`src/rtl/key_event_arbiter.sv`:
```
// Captures one-cycle key press pulses as pending requests and serves them
// round-robin, one key index per event, over a registered valid/ready slot.
module key_event_arbiter #(
   parameter int NUM_KEYS = 4,
   parameter int IDX_W    = 2
) (
   input  logic                CLK,
   input  logic                RSTn,
   input  logic [NUM_KEYS-1:0] Key_Pulse,
   input  logic                Evt_Ready,
   output logic                Evt_Valid,
   output logic [IDX_W-1:0]    Evt_Key,
   output logic [NUM_KEYS-1:0] Pend_Mask,
   output logic                Ovf_Flag,
   input  logic                Ovf_Clr
);

   logic                evt_valid_reg;
   logic [IDX_W-1:0]    evt_key_reg;
   logic [NUM_KEYS-1:0] pend_reg;
   logic [NUM_KEYS-1:0] pend_next;
   logic                ovf_reg;
   logic                ovf_next;
   logic [IDX_W-1:0]    rr_ptr_reg;
   logic [IDX_W-1:0]    rr_ptr_next;

   logic                slot_free;
   logic                grant_vld;
   logic                grant_found;
   logic [IDX_W-1:0]    grant_idx;
   logic [NUM_KEYS-1:0] grant_hot;
   logic [NUM_KEYS-1:0] ovf_hit;
   int                  cand;

   assign slot_free = !evt_valid_reg || Evt_Ready;
   assign grant_vld = slot_free && grant_found;

   // First pending bit at or above rr_ptr, wrapping explicitly at NUM_KEYS.
   always_comb begin
      grant_found = 1'b0;
      grant_idx   = '0;
      cand        = 0;
      for (int k = 0; k < NUM_KEYS; k++) begin
         cand = int'(rr_ptr_reg) + k;
         if (cand >= NUM_KEYS)
            cand = cand - NUM_KEYS;
         if (!grant_found && pend_reg[cand[IDX_W-1:0]]) begin
            grant_found = 1'b1;
            grant_idx   = cand[IDX_W-1:0];
         end
      end
   end

   // A pulse on the key being granted is a fresh request, not a merge.
   generate
      for (genvar gi = 0; gi < NUM_KEYS; gi++) begin : g_key
         assign grant_hot[gi] = grant_vld && (grant_idx == IDX_W'(gi));
         assign pend_next[gi] = (pend_reg[gi] && !grant_hot[gi]) || Key_Pulse[gi];
         assign ovf_hit[gi]   = Key_Pulse[gi] && pend_reg[gi] && !grant_hot[gi];
      end
   endgenerate

   assign ovf_next    = (|ovf_hit) ? 1'b1 : (Ovf_Clr ? 1'b0 : ovf_reg);
   assign rr_ptr_next = (int'(grant_idx) == NUM_KEYS - 1) ? '0 : grant_idx + 1'b1;

   always_ff @(posedge CLK or negedge RSTn) begin
      if (!RSTn) begin
         evt_valid_reg <= 1'b0;
         evt_key_reg   <= '0;
         pend_reg      <= '0;
         ovf_reg       <= 1'b0;
         rr_ptr_reg    <= '0;
      end else begin
         pend_reg <= pend_next;
         ovf_reg  <= ovf_next;
         if (slot_free) begin
            if (grant_vld) begin
               evt_valid_reg <= 1'b1;
               evt_key_reg   <= grant_idx;
               rr_ptr_reg    <= rr_ptr_next;
            end else begin
               evt_valid_reg <= 1'b0;
            end
         end
      end
   end

   assign Evt_Valid = evt_valid_reg;
   assign Evt_Key   = evt_key_reg;
   assign Pend_Mask = pend_reg;
   assign Ovf_Flag  = ovf_reg;

endmodule

```
`config.mk`:
```
export PLATFORM = sky130hd
export DESIGN_NAME = key_event_arbiter
export DESIGN_NICKNAME = d
export VERILOG_FILES = /design/src/rtl/key_event_arbiter.sv
export SDC_FILE = /design/constraint.sdc
export NUM_CORES = 1
export LEC_CHECK = 0
export ABC_AREA = 1
export CAP_MARGIN = 20
export CORE_MARGIN = 4
export CORE_UTILIZATION = 30
export CTS_CLUSTER_DIAMETER = 150
export DETAILED_ROUTE_END_ITERATION = 12
export GPL_TIMING_DRIVEN = 0
export PLACE_DENSITY = 0.63
export SLEW_MARGIN = 25
export SYNTH_ARGS = -nofsm -noshare
export SYNTH_HDL_FRONTEND = slang
export SYNTH_SLANG_ARGS = --single-unit
export TNS_END_PERCENT = 30
```
`constraint.sdc`:
```
create_clock -name CLK -period 2.1 [get_ports CLK]
set_input_delay 0.42 -clock CLK [delete_from_list [all_inputs] [get_ports CLK]]
set_output_delay 0.42 -clock CLK [all_outputs]
set_load 0.01 [all_outputs]
```
==> results of run 1 <==
[stage by stage]
stage	instances	cell area [sq um]	setup WS [ns]	total power [mW]	hold slack [ns]
final	158	1059	0.1311	1.773	0.4765
after global routing	158	1059	-0.07810	1.970	0.5048
after CTS	156	997.2	0.02551	1.648	0.4898
after detailed placement	153	974.7	0.03924	1.509	0.4784
after global placement	153	974.7	0.08295	1.477	0.4702
after floorplan	108	787.0	0.2597	1.221	0.1244
[synthesized netlist by cell type (2+ instances only)]
| cell type | instances |
|---|---|
| a21o_1 | 4 |
| dfrtp_1 | 10 |
| ha_1 | 4 |
| inv_1 | 15 |
| inv_2 | 3 |
| nand2_1 | 38 |
| nand2_2 | 11 |
| nand2_4 | 2 |
| nand3_1 | 8 |
| o21a_1 | 2 |
| o21ai_1 | 4 |
[worst reg2reg max path: stages (launching register included)]
cell and delay (ns):
dfrtp_1 0.39, buf_6 0.15, nand2_1 0.08, nand2_2 0.07
nand2_2 0.08, nand2_4 0.07, nor2_8 0.12, nand4_1 0.16
o211ai_4 0.17, ha_1 0.19, nand3_1 0.11, nand2_1 0.09
nand2_1 0.04, nor2_1 0.08, nand2_1 0.05
[layer usage]
metal / vias up / routed length [um]
li1: 375 / -
met1: 299 / 797
met2: 11 / 787
met3: 2 / 56
met4: 0 / 14
met5: - / 0
[how the worst max path moves through the flow]
stage,startpoint,end,slack [ns],cells after the start
final,rr_ptr_reg[0]$_DFFE_PN0P_,Ovf_Flag$_DFFE_PN0P_,0.13,14
after global routing,rr_ptr_reg[0]$_DFFE_PN0P_,Ovf_Flag$_DFFE_PN0P_,-0.08,13
after CTS,rr_ptr_reg[0]$_DFFE_PN0P_,Ovf_Flag$_DFFE_PN0P_,0.03,14
after detailed placement,rr_ptr_reg[0]$_DFFE_PN0P_,Ovf_Flag$_DFFE_PN0P_,0.04,14
after global placement,rr_ptr_reg[0]$_DFFE_PN0P_,Ovf_Flag$_DFFE_PN0P_,0.08,14
after floorplan,rr_ptr_reg[0]$_DFFE_PN0P_,Ovf_Flag$_DFFE_PN0P_,0.26,14
[report_power, final]
part           total [mW]  internal, mW  leakage (nW)  switching [mW]
Combinational        1.30         0.549         0.456           0.756
Clock               0.128        0.0661        0.0138          0.0623
Sequential          0.340         0.272         0.105          0.0684
Total                1.77         0.887         0.574           0.887
[area by class of cell]
| type | instances | area (sq um) | area share |
|---|---|---|---|
| multi-input combinational | 79 | 503.0 | 0.4752 |
| sequential | 10 | 251.5 | 0.2376 |
| timing repair buffer | 17 | 165.2 | 0.1560 |
| inverter | 18 | 67.56 | 0.06383 |
| tap | 30 | 37.54 | 0.03546 |
| clock buffer | 3 | 22.52 | 0.02128 |
| buffer | 1 | 11.26 | 0.01064 |
[repair_timing]
item	4_1_cts	5_1_grt
setup endpoints to repair	0	5
gates resized for setup	0	13
setup buffers	0	2
[kinds of logic after synthesis]
| logic type | count (synthesis) |
|---|---|
| and+or+nand+nor | 64 |
| buffers and inverters | 19 |
| DFF | 10 |
| adders and majority gates | 4 |
| AOI/OAI and AO/OA | 11 |
==> summary.txt, run 1 <==
Status
  • Status: completed

Global route
  • Total GRT Usage: 0.1050
  • Antenna violations before repair: 0
  • GRT overflow: 0
  • First-pass GRT wire length: about 2900 um
  • Grt peak-use layer: met2
  • Grt met1 use: 0.1377
  • Largest net degree at the start of global routing: 11
  • GR Util met2: 0.1669
  • Vias in the first global route: between 600 and 700
  • M3 GR Usage: 0.01743

Worst setup path
  • Crit path max-delay cell type: dfrtp_1
  • R2R cell count: 14
  • CP max stage delay: ~0.39 ns
  • CP bufs+invs: 1
  • Critical R2R Launch: rr_ptr_reg[0]$_DFFE_PN0P_
  • CP Cell Sequence: buf_6, nand2_1, nand2_2, nand2_2, nand2_4, nor2_8, nand4_1, o211ai_4, ha_1, nand3_1, nand2_1, nand2_1, nor2_1, nand2_1
  • Most used cell, CP: nand2_1
  • Worst Path Class, Setup: reg2reg
  • CP required: ~2.3 ns
  • Reg-to-reg slack, setup: between 0.1 and 0.15 ns
  • R2R Path End: Ovf_Flag$_DFFE_PN0P_
  • Worst Path Max Fanout: 10
  • Crit start category: flop
  • CP arrival: about 2.1 ns
  • Critical Path Sink Type: flop
  • Critical path's top delay family: simple AND/OR/NAND/NOR gates

Yosys
  • Leading post-synthesis cells by cell area: dfrtp_1, nand2_1, nand2_2
  • Async set or reset register ratio after synthesis: 1.000
  • Post-Synth XOR/XNOR Area: 0
  • Mean Syn Cell Area: 7.287 sq um
  • Top-area cell type share of the netlist area: 0.3180
  • Dominant cell type by area after synthesis: dfrtp_1
  • Compound-Gate Fraction of Synth Area: 0.09857
  • Netlist cell types: 18
  • Adder-cell share of the synthesized area: 0.06359
  • Main combinational cell family by area after synthesis: simple AND/OR/NAND/NOR gates
  • Seq cells post-synth: 10
  • Synth Area in Simple Gates: 0.4197
  • Syn Std Cell Area: about 790 sq um
  • Top_reg_cell synth: dfrtp_1
  • Sequential area share after synthesis: 0.3180
  • EDFF count, synth: 0
  • Mux contribution to synthesized area: 0
  • Syn_nets: 120
  • Cells after Synth: between 100 and 150
  • Synth warnings: 0

Worst hold path
  • Hold Path Class: in2async

Clock tree
  • CTS Buf Count: 3
  • Sink Count: 10
  • Root Buffer Master: clkbuf_4
  • H-tree Lvls: 1
  • # hold bufs at CTS: 0
  • CTS tree: done
  • Clock tree buffer depth: 2
  • Worst-path clk slew: approximately 0.060 ns
  • Clock Latency Late Sink: roughly 0.26 ns

Timing
  • Fin. Hold Viols: 0
  • RSZ-0062 raised after global routing: true
  • Final setup fails: 0
  • Final Critical Period: around 2 ns
  • Final TNS setup: 0 ns
  • Clock Skews: 0.0006047 ns
  • Slew @ Worst Pin: between 0.4 and 0.5 ns
  • Final Cycle Share: 0.9376
  • Rel. slew slack: 0.6934
  • Pins over their slew limit: 0
  • Maximum clock frequency: slightly above 500 MHz

Layout
  • Area Growth Syn to Fin: 34.50%
  • Largest register FFs: 4
  • Core Util, Final: 0.4234
  • Most frequent cells in the layout: nand2_1, clkdlybuf4s50_1, inv_1
  • Commonest non-fill, non-tap cell in the layout: nand2_1
  • Final nets: between 100 and 150
  • ANT cells: 0
  • Layout cell share with drive strength beyond 1: 0.2891
  • Layout fillers: between 200 and 300

Die
  • Initial Utilization: 0.3148
  • Die W: around 59 um
  • Ports: 16
  • Core Footprint: roughly 2500 sq um
  • Row cnt: 18
  • Die area: ~3500 sq um
  • Die H: 59.22 um

Placement
  • IO buf count: 15
  • GP Congestion: ~0.80
  • Post-DP HPWL: ~1300 um

Drt
  • Routed WL per cell: between 10 and 15 um
  • Post-route antenna net violation count: 0
  • Routed vias/inst: ~4.3
  • Vias: a little under 700
  • 1st-pass router iterations: 4
  • Final wirelength: between 1500 and 2000 um
  • DR iter-0 viols: 7
  • Residual DRC: 0

Power and ir drop
  • PwrDens: ~1700 nW/um^2
  • Worst VDD drop: between 0.6 and 0.7 mV
  • Leakage power: ~0.57 nW

Job
  • MaxCap Viol Count: 0
No activity file was read; power rests on OpenSTA's default activity.
==> run 2, diff against run 1 <==
--- a/config.mk
+++ b/config.mk
@@ -7,9 +7,8 @@
 export LEC_CHECK = 0
 export ABC_AREA = 1
 export CAP_MARGIN = 20
-export CORE_MARGIN = 4
+export CORE_MARGIN = 8
 export CORE_UTILIZATION = 30
-export CTS_CLUSTER_DIAMETER = 150
 export DETAILED_ROUTE_END_ITERATION = 12
 export GPL_TIMING_DRIVEN = 0
 export PLACE_DENSITY = 0.63
==> run 2 against run 1 <==
Critical path depth is the same. Clock-buffer cell count is the same. Global-route usage shrank 2.3 points. Power shrank 1.1%. Routed wire length grew 5.9%.
==> summary.txt, run 2 (synthesis gave the netlist of run 1 again) <==
Power and ir drop
  • Internal: 0.8692 mW (was 0.8866 mW)
  • P_sw: 0.8841 mW (was 0.8866 mW)
  • Worst VDD drop: 0.7075 mV (was 0.6975 mV)
  • Reg power frac: 0.200 (was 0.192)
  • Leakage power: 0.5730 nW (was 0.5744 nW)
  • PwrDens: 1680 nW/um^2 (was 1675 nW/um^2)
  • Clock share of power: 0.075 (was 0.072)
  • Switch share: 0.5043 (was 0.5000)
  • Combinational power share: 0.726 (was 0.736)

Clock tree
  • Clock tree buffer depth: 2 (unchanged)
  • Clock Latency Late Sink: 0.26 ns (about the same)
  • Worst-path clk slew: 0.06 ns (about the same)
  • Sink Count: 10 (unchanged)
  • # hold bufs at CTS: 0 (unchanged)
  • CTS Buf Count: 3 (unchanged)
  • Root Buffer Master: clkbuf_4 (unchanged)
  • CTS tree: done (unchanged)
  • H-tree Lvls: 1 (unchanged)

Drt
  • Routed WL per cell: 11.17 um (was 10.48 um)
  • Final wirelength: 1754 um (was 1656 um)
  • Residual DRC: 0 (unchanged)
  • Post-route antenna net violation count: 0 (unchanged)
  • Vias: 728 (was 687)
  • DR iter-0 viols: 15 (was 7)
  • Routed vias/inst: 4.637 (was 4.348)
  • 1st-pass router iterations: 4 (unchanged)

Timing
  • RSZ-0062 raised after global routing: true (unchanged)
  • Clock Skews: 0.004040 ns (was 0.0006047 ns)
  • Final TNS setup: 0 ns (unchanged)
  • Final Cycle Share: 0.9335 (was 0.9376)
  • Hold slack: 0.4706 ns (was 0.4765 ns)
  • Pins over their slew limit: 0 (unchanged)
  • Fin. Hold Viols: 0 (unchanged)
  • Maximum clock frequency: 510.1 MHz (was 507.9 MHz)
  • Final setup fails: 0 (unchanged)
  • Final Critical Period: 1.960 ns (was 1.969 ns)
  • Slew @ Worst Pin: 0.4591 ns (was 0.4585 ns)
  • Rel. slew slack: 0.6930 (was 0.6934)

Layout
  • Core Util, Final: 0.4212 (was 0.4234)
  • Layout fillers: 273 (was 259)
  • Commonest non-fill, non-tap cell in the layout: nand2_1 (unchanged)
  • Largest register FFs: 4 (unchanged)
  • ANT cells: 0 (unchanged)
  • Final nets: 141 (was 142)
  • Most frequent cells in the layout: nand2_1, clkdlybuf4s50_1, inv_1 (unchanged)
  • Area Growth Syn to Fin: 32.59% (was 34.50%)
  • Final Non-Filler Cells: 157 (was 158)
  • Layout cell share with drive strength beyond 1: 0.2520 (was 0.2891)

Worst setup path
  • Number of stages on the worst setup path: 14 (unchanged)
  • CP arrival: 2.11 ns (was 2.12 ns)
  • Critical R2R Launch: rr_ptr_reg[0]$_DFFE_PN0P_ (unchanged)
  • Critical Path Sink Type: flop (unchanged)
  • Most used cell, CP: nand2_1 (unchanged)
  • Crit start category: flop (unchanged)
  • Critical path's top delay family: simple AND/OR/NAND/NOR gates (unchanged)
  • Worst Path Max Fanout: 10 (unchanged)
  • CP bufs+invs: 3 (was 1)
  • CP max stage delay: 0.40 ns (was 0.39 ns)
  • CP Cell Sequence: buf_6, nand2_1, o21ai_1, o21ai_2, nand2_4, nand3_2, nand3_2, inv_1, ha_1, nand3_1, nand2_1, nand2_1, inv_1, nand2_1 (was buf_6, nand2_1, nand2_2, nand2_2, nand2_4, nor2_8, nand4_1, o211ai_4, ha_1, nand3_1, nand2_1, nand2_1, nor2_1, nand2_1)
  • R2R cell count: 14 (unchanged)
  • Worst Path Class, Setup: reg2reg (unchanged)
  • R2R Path End: Ovf_Flag$_DFFE_PN0P_ (unchanged)
  • Crit path max-delay cell type: dfrtp_1 (unchanged)
  • CP required: 2.25 ns (about the same)
  • Reg-to-reg slack, setup: 0.14 ns (was 0.13 ns)

Die
  • Die H: 67.22 um (was 59.22 um)
  • Row cnt: 18 (unchanged)
  • Core Footprint: 2477 sq um (was 2500 sq um)
  • Ports: 16 (unchanged)
  • Die area: 4519 sq um (was 3507 sq um)
  • Initial Utilization: 0.3177 (was 0.3148)
  • Die W: 67.22 um (was 59.22 um)

Global route
  • First-pass GRT wire length: 2877 um (was 2856 um)
  • Total GRT Usage: 0.08192 (was 0.1050)
  • GRT overflow: 0 (unchanged)
  • Antenna violations before repair: 0 (unchanged)
  • Vias in the first global route: 751 (was 696)
  • Largest net degree at the start of global routing: 11 (unchanged)

Job
  • MaxCap Viol Count: 0 (unchanged)

Placement
  • Placed cell count: 153 (unchanged)
  • Post-DP HPWL: 1392 um (was 1294 um)
  • IO buf count: 15 (unchanged)
  • GP Congestion: 0.8633 (was 0.7968)

Status
  • Status: completed (unchanged)

Worst hold path
  • Hold Path Class: in2async (unchanged)
[run 2: worst max-delay path by stage]
stage	from	slack, ns	end
4_1_cts	rr_ptr_reg[0]$_DFFE_PN0P_	0.01	Ovf_Flag$_DFFE_PN0P_
3_5_place_dp	rr_ptr_reg[0]$_DFFE_PN0P_	0.04	Ovf_Flag$_DFFE_PN0P_
3_3_place_gp	rr_ptr_reg[0]$_DFFE_PN0P_	0.07	Ovf_Flag$_DFFE_PN0P_
5_1_grt	rr_ptr_reg[1]$_DFFE_PN0P_	-0.03	Ovf_Flag$_DFFE_PN0P_
2_1_floorplan	rr_ptr_reg[0]$_DFFE_PN0P_	0.26	Ovf_Flag$_DFFE_PN0P_
6_report	rr_ptr_reg[0]$_DFFE_PN0P_	0.14	Ovf_Flag$_DFFE_PN0P_
[run 2: metrics by stage]
stage          instance area [sq um]  worst slack, ns  power (mW)
4_1_cts                        997.2          0.01320       1.663
5_1_grt                         1044         -0.03445       1.921
2_1_floorplan                  787.0           0.2597       1.221
3_5_place_dp                   974.7          0.03786       1.519
6_report                        1044           0.1397       1.753
3_3_place_gp                   974.7          0.07020       1.476
[run 2: what timing repair did]
action,in CTS,in global routing
endpoints found under the hold margin,0,0
buffers inserted,0,1
gates resized for setup,0,9
endpoints found under the setup margin,0,5
[run 2: metal layers]
metal / vias up / part of all wire / track usage
li1: 375 / - / -
met1: 328 / 0.43 / 0.08349
met2: 19 / 0.50 / 0.1374
met3: 6 / 0.052 / 0.02318
met4: 0 / 0.016 / 0.06789
met5: - / 0 / 0
[run 2: power by group through the flow]
| stage | clock [mW] | combinational (mW) | sequential (mW) |
|---|---|---|---|
| after floorplan | 0 | 0.861 | 0.359 |
| after global routing | 0.145 | 1.41 | 0.363 |
| after CTS | 0.136 | 1.18 | 0.343 |
| after global placement | 0 | 1.13 | 0.342 |
| final | 0.131 | 1.27 | 0.350 |
| after detailed placement | 0 | 1.17 | 0.346 |
[run 2: final cells by class]
| class | instances | area (sq um) | area share |
|---|---|---|---|
| multi-input cells | 79 | 495.5 | 0.4748 |
| flip-flops and latches | 10 | 251.5 | 0.2410 |
| repair buffers | 16 | 157.7 | 0.1511 |
| inverters | 18 | 67.56 | 0.06475 |
| well taps | 30 | 37.54 | 0.03597 |
| clock buffers | 3 | 22.52 | 0.02158 |
| plain buffers | 1 | 11.26 | 0.01079 |
==> run 3, diff against run 2 <==
--- a/config.mk
+++ b/config.mk
@@ -9,9 +9,10 @@
 export CAP_MARGIN = 20
 export CORE_MARGIN = 8
 export CORE_UTILIZATION = 30
+export CTS_BUF_LIST = sky130_fd_sc_hd__clkbuf_8
 export DETAILED_ROUTE_END_ITERATION = 12
 export GPL_TIMING_DRIVEN = 0
-export PLACE_DENSITY = 0.63
+export PLACE_DENSITY = 0.54
 export SLEW_MARGIN = 25
 export SYNTH_ARGS = -nofsm -noshare
 export SYNTH_HDL_FRONTEND = slang
==> run 3 against run 2 <==
Utilization up 3.9 points. Clock-buffer cell count unchanged. Critical path depth unchanged. Critical endpoint unchanged. Largest cell class unchanged.
==> summary.txt, run 3 (synthesis gave the netlist of run 1 again) <==
Status
  • Status: completed (unchanged)

Timing
  • Fin. Hold Viols: 0 (unchanged)
  • Clock Skews: 0.001495 ns (was 0.004040 ns)
  • Pins over their slew limit: 0 (unchanged)
  • Slew @ Worst Pin: 0.4657 ns (was 0.4591 ns)
  • Maximum clock frequency: 497.9 MHz (was 510.1 MHz)
  • Final Critical Period: 2.008 ns (was 1.960 ns)
  • Rel. slew slack: 0.6886 (was 0.6930)
  • Final setup fails: 0 (unchanged)
  • Fin worst setup slack: 0.09169 ns (was 0.1397 ns)
  • RSZ-0062 raised after global routing: true (unchanged)
  • Hold slack: 0.4894 ns (was 0.4706 ns)
  • Final Cycle Share: 0.9563 (was 0.9335)

Power and ir drop
  • Worst VDD drop: 0.9252 mV (was 0.7075 mV)
  • Clock share of power: 0.096 (was 0.075)
  • Combinational power share: 0.727 (was 0.726)
  • Reg power frac: 0.177 (was 0.200)
  • P_sw: 0.9661 mW (was 0.8841 mW)
  • Internal: 1.047 mW (was 0.8692 mW)
  • Leakage power: 0.6093 nW (was 0.5730 nW)
  • Switch share: 0.4799 (was 0.5043)
  • PnR Total Power: 2.013 mW (was 1.753 mW)
  • PwrDens: 1764 nW/um^2 (was 1680 nW/um^2)

Clock tree
  • Clock Latency Late Sink: 0.23 ns (was 0.26 ns)
  • Clock tree buffer depth: 2 (unchanged)
  • CTS Buf Count: 3 (unchanged)
  • H-tree Lvls: 1 (unchanged)
  • Worst-path clk slew: 0.05 ns (was 0.06 ns)
  • CTS tree: done (unchanged)
  • # hold bufs at CTS: 0 (unchanged)
  • Root Buffer Master: clkbuf_8 (was clkbuf_4)
  • Sink Count: 10 (unchanged)

Worst setup path
  • CP required: 2.22 ns (was 2.25 ns)
  • Worst Path Class, Setup: reg2reg (unchanged)
  • Worst Path Max Fanout: 5 (was 10)
  • CP arrival: 2.13 ns (was 2.11 ns)
  • Crit start category: flop (unchanged)
  • Critical Path Sink Type: flop (unchanged)

Die
  • Die W: 67.22 um (unchanged)
  • Row cnt: 18 (unchanged)
  • Ports: 16 (unchanged)
  • Die area: 4519 sq um (unchanged)
  • Core Footprint: 2477 sq um (unchanged)
  • Initial Utilization: 0.3177 (unchanged)
  • Die H: 67.22 um (unchanged)

Global route
  • First-pass GRT wire length: 2808 um (was 2877 um)
  • Largest net degree at the start of global routing: 11 (unchanged)
  • Antenna violations before repair: 0 (unchanged)
  • Vias in the first global route: 666 (was 751)
  • Total GRT Usage: 0.08091 (was 0.08192)
  • GRT overflow: 0 (unchanged)

Placement
  • IO buf count: 15 (unchanged)
  • Post-DP HPWL: 1396 um (was 1392 um)
  • Pre-CTS setup slack: 0.007083 ns (was 0.03786 ns)
  • GP Congestion: 0.8286 (was 0.8633)

Drt
  • 1st-pass router iterations: 2 (was 4)
  • DR iter-0 viols: 4 (was 15)
  • Residual DRC: 0 (unchanged)
  • Post-route antenna net violation count: 0 (unchanged)
  • Routed WL per cell: 11.16 um (was 11.17 um)
  • Final wirelength: 1796 um (was 1754 um)
  • Vias: 725 (was 728)
  • Routed vias/inst: 4.503 (was 4.637)

Layout
  • ANT cells: 0 (unchanged)
  • Most frequent cells in the layout: nand2_1, nand2_2, clkdlybuf4s50_1 (was nand2_1, clkdlybuf4s50_1, inv_1)
  • Layout fillers: 252 (was 273)
  • Core Util, Final: 0.4606 (was 0.4212)
  • Largest register FFs: 4 (unchanged)
  • Final nets: 145 (was 141)
  • Area Growth Syn to Fin: 44.99% (was 32.59%)
  • Layout cell share with drive strength beyond 1: 0.3740 (was 0.2520)
  • Commonest non-fill, non-tap cell in the layout: nand2_1 (unchanged)

Job
  • MaxCap Viol Count: 0 (unchanged)

Worst hold path
  • Hold Path Class: reg2reg (was in2async)
run 3: worst max-delay path, stage by stage, from the launching register on:
cell and delay [ns]:
dfrtp_1 0.41, buf_6 0.15, nand2_2 0.07, nand2_2 0.06, nand2_2 0.07, nand2_4 0.07
nor2_8 0.15, nand2_4 0.08, o211ai_4 0.23, ha_2 0.23, nand3_2 0.08, nand2_1 0.08
nand2_1 0.04, nor2_1 0.11, nand2_1 0.06
run 3: area by class of cell:
| cell class | count | area (sq um) | area share |
|---|---|---|---|
| plain buffers | 1 | 11.26 | 0.009868 |
| flip-flops and latches | 10 | 252.7 | 0.2215 |
| clock buffers | 3 | 41.29 | 0.03618 |
| multi-input cells | 79 | 539.3 | 0.4726 |
| inverters | 18 | 67.56 | 0.05921 |
| well taps | 30 | 37.54 | 0.03289 |
| repair buffers | 20 | 191.4 | 0.1678 |
run 3: power groups by stage:
stage / clock [mW] / sequential (mW) / combinational, mW
after floorplan: 0 / 0.359 / 0.861
after global placement: 0 / 0.342 / 1.15
after detailed placement: 0 / 0.346 / 1.17
after CTS: 0.198 / 0.344 / 1.18
after global routing: 0.209 / 0.372 / 1.61
final: 0.194 / 0.357 / 1.46
run 3: metal layers:
layer,vias up,GRT usage,part of all wire
met4,0,0.05483,0.023
met3,5,0.02980,0.056
li1,381,-,-
met5,-,0,0
met1,326,0.08733,0.43
met2,13,0.1302,0.50
run 3: what timing repair did:
item / in CTS / in global routing
gates resized for setup: 0 / 26
endpoints found under the setup margin: 0 / 4
buffers inserted: 0 / 4
hold endpoints to repair: 0 / 0
run 3: worst paths after layout:
kind                                           start                        end  slack [ns]  cells after the start
max                        rr_ptr_reg[0]$_DFFE_PN0P_       Ovf_Flag$_DFFE_PN0P_        0.09                     14
max reg2reg                rr_ptr_reg[0]$_DFFE_PN0P_       Ovf_Flag$_DFFE_PN0P_        0.09                     14
min                           Evt_Key[1]$_DFFE_PN0P_     Evt_Key[1]$_DFFE_PN0P_        0.49                      2
max in group asynchronous                       RSTn  rr_ptr_reg[1]$_DFFE_PN0P_        1.24                      1
min reg2reg                   Evt_Key[1]$_DFFE_PN0P_     Evt_Key[1]$_DFFE_PN0P_        0.49                      2
min in group asynchronous                       RSTn       Ovf_Flag$_DFFE_PN0P_        0.51                      1
run 3: per-stage QoR:
step	std cells	cell area, sq um	TNS, ns
5_1_grt	161	1141	-0.05246
3_5_place_dp	153	974.7	0
2_1_floorplan	108	787.0	0
3_3_place_gp	153	974.7	0
4_1_cts	156	1016	0
6_report	161	1141	0
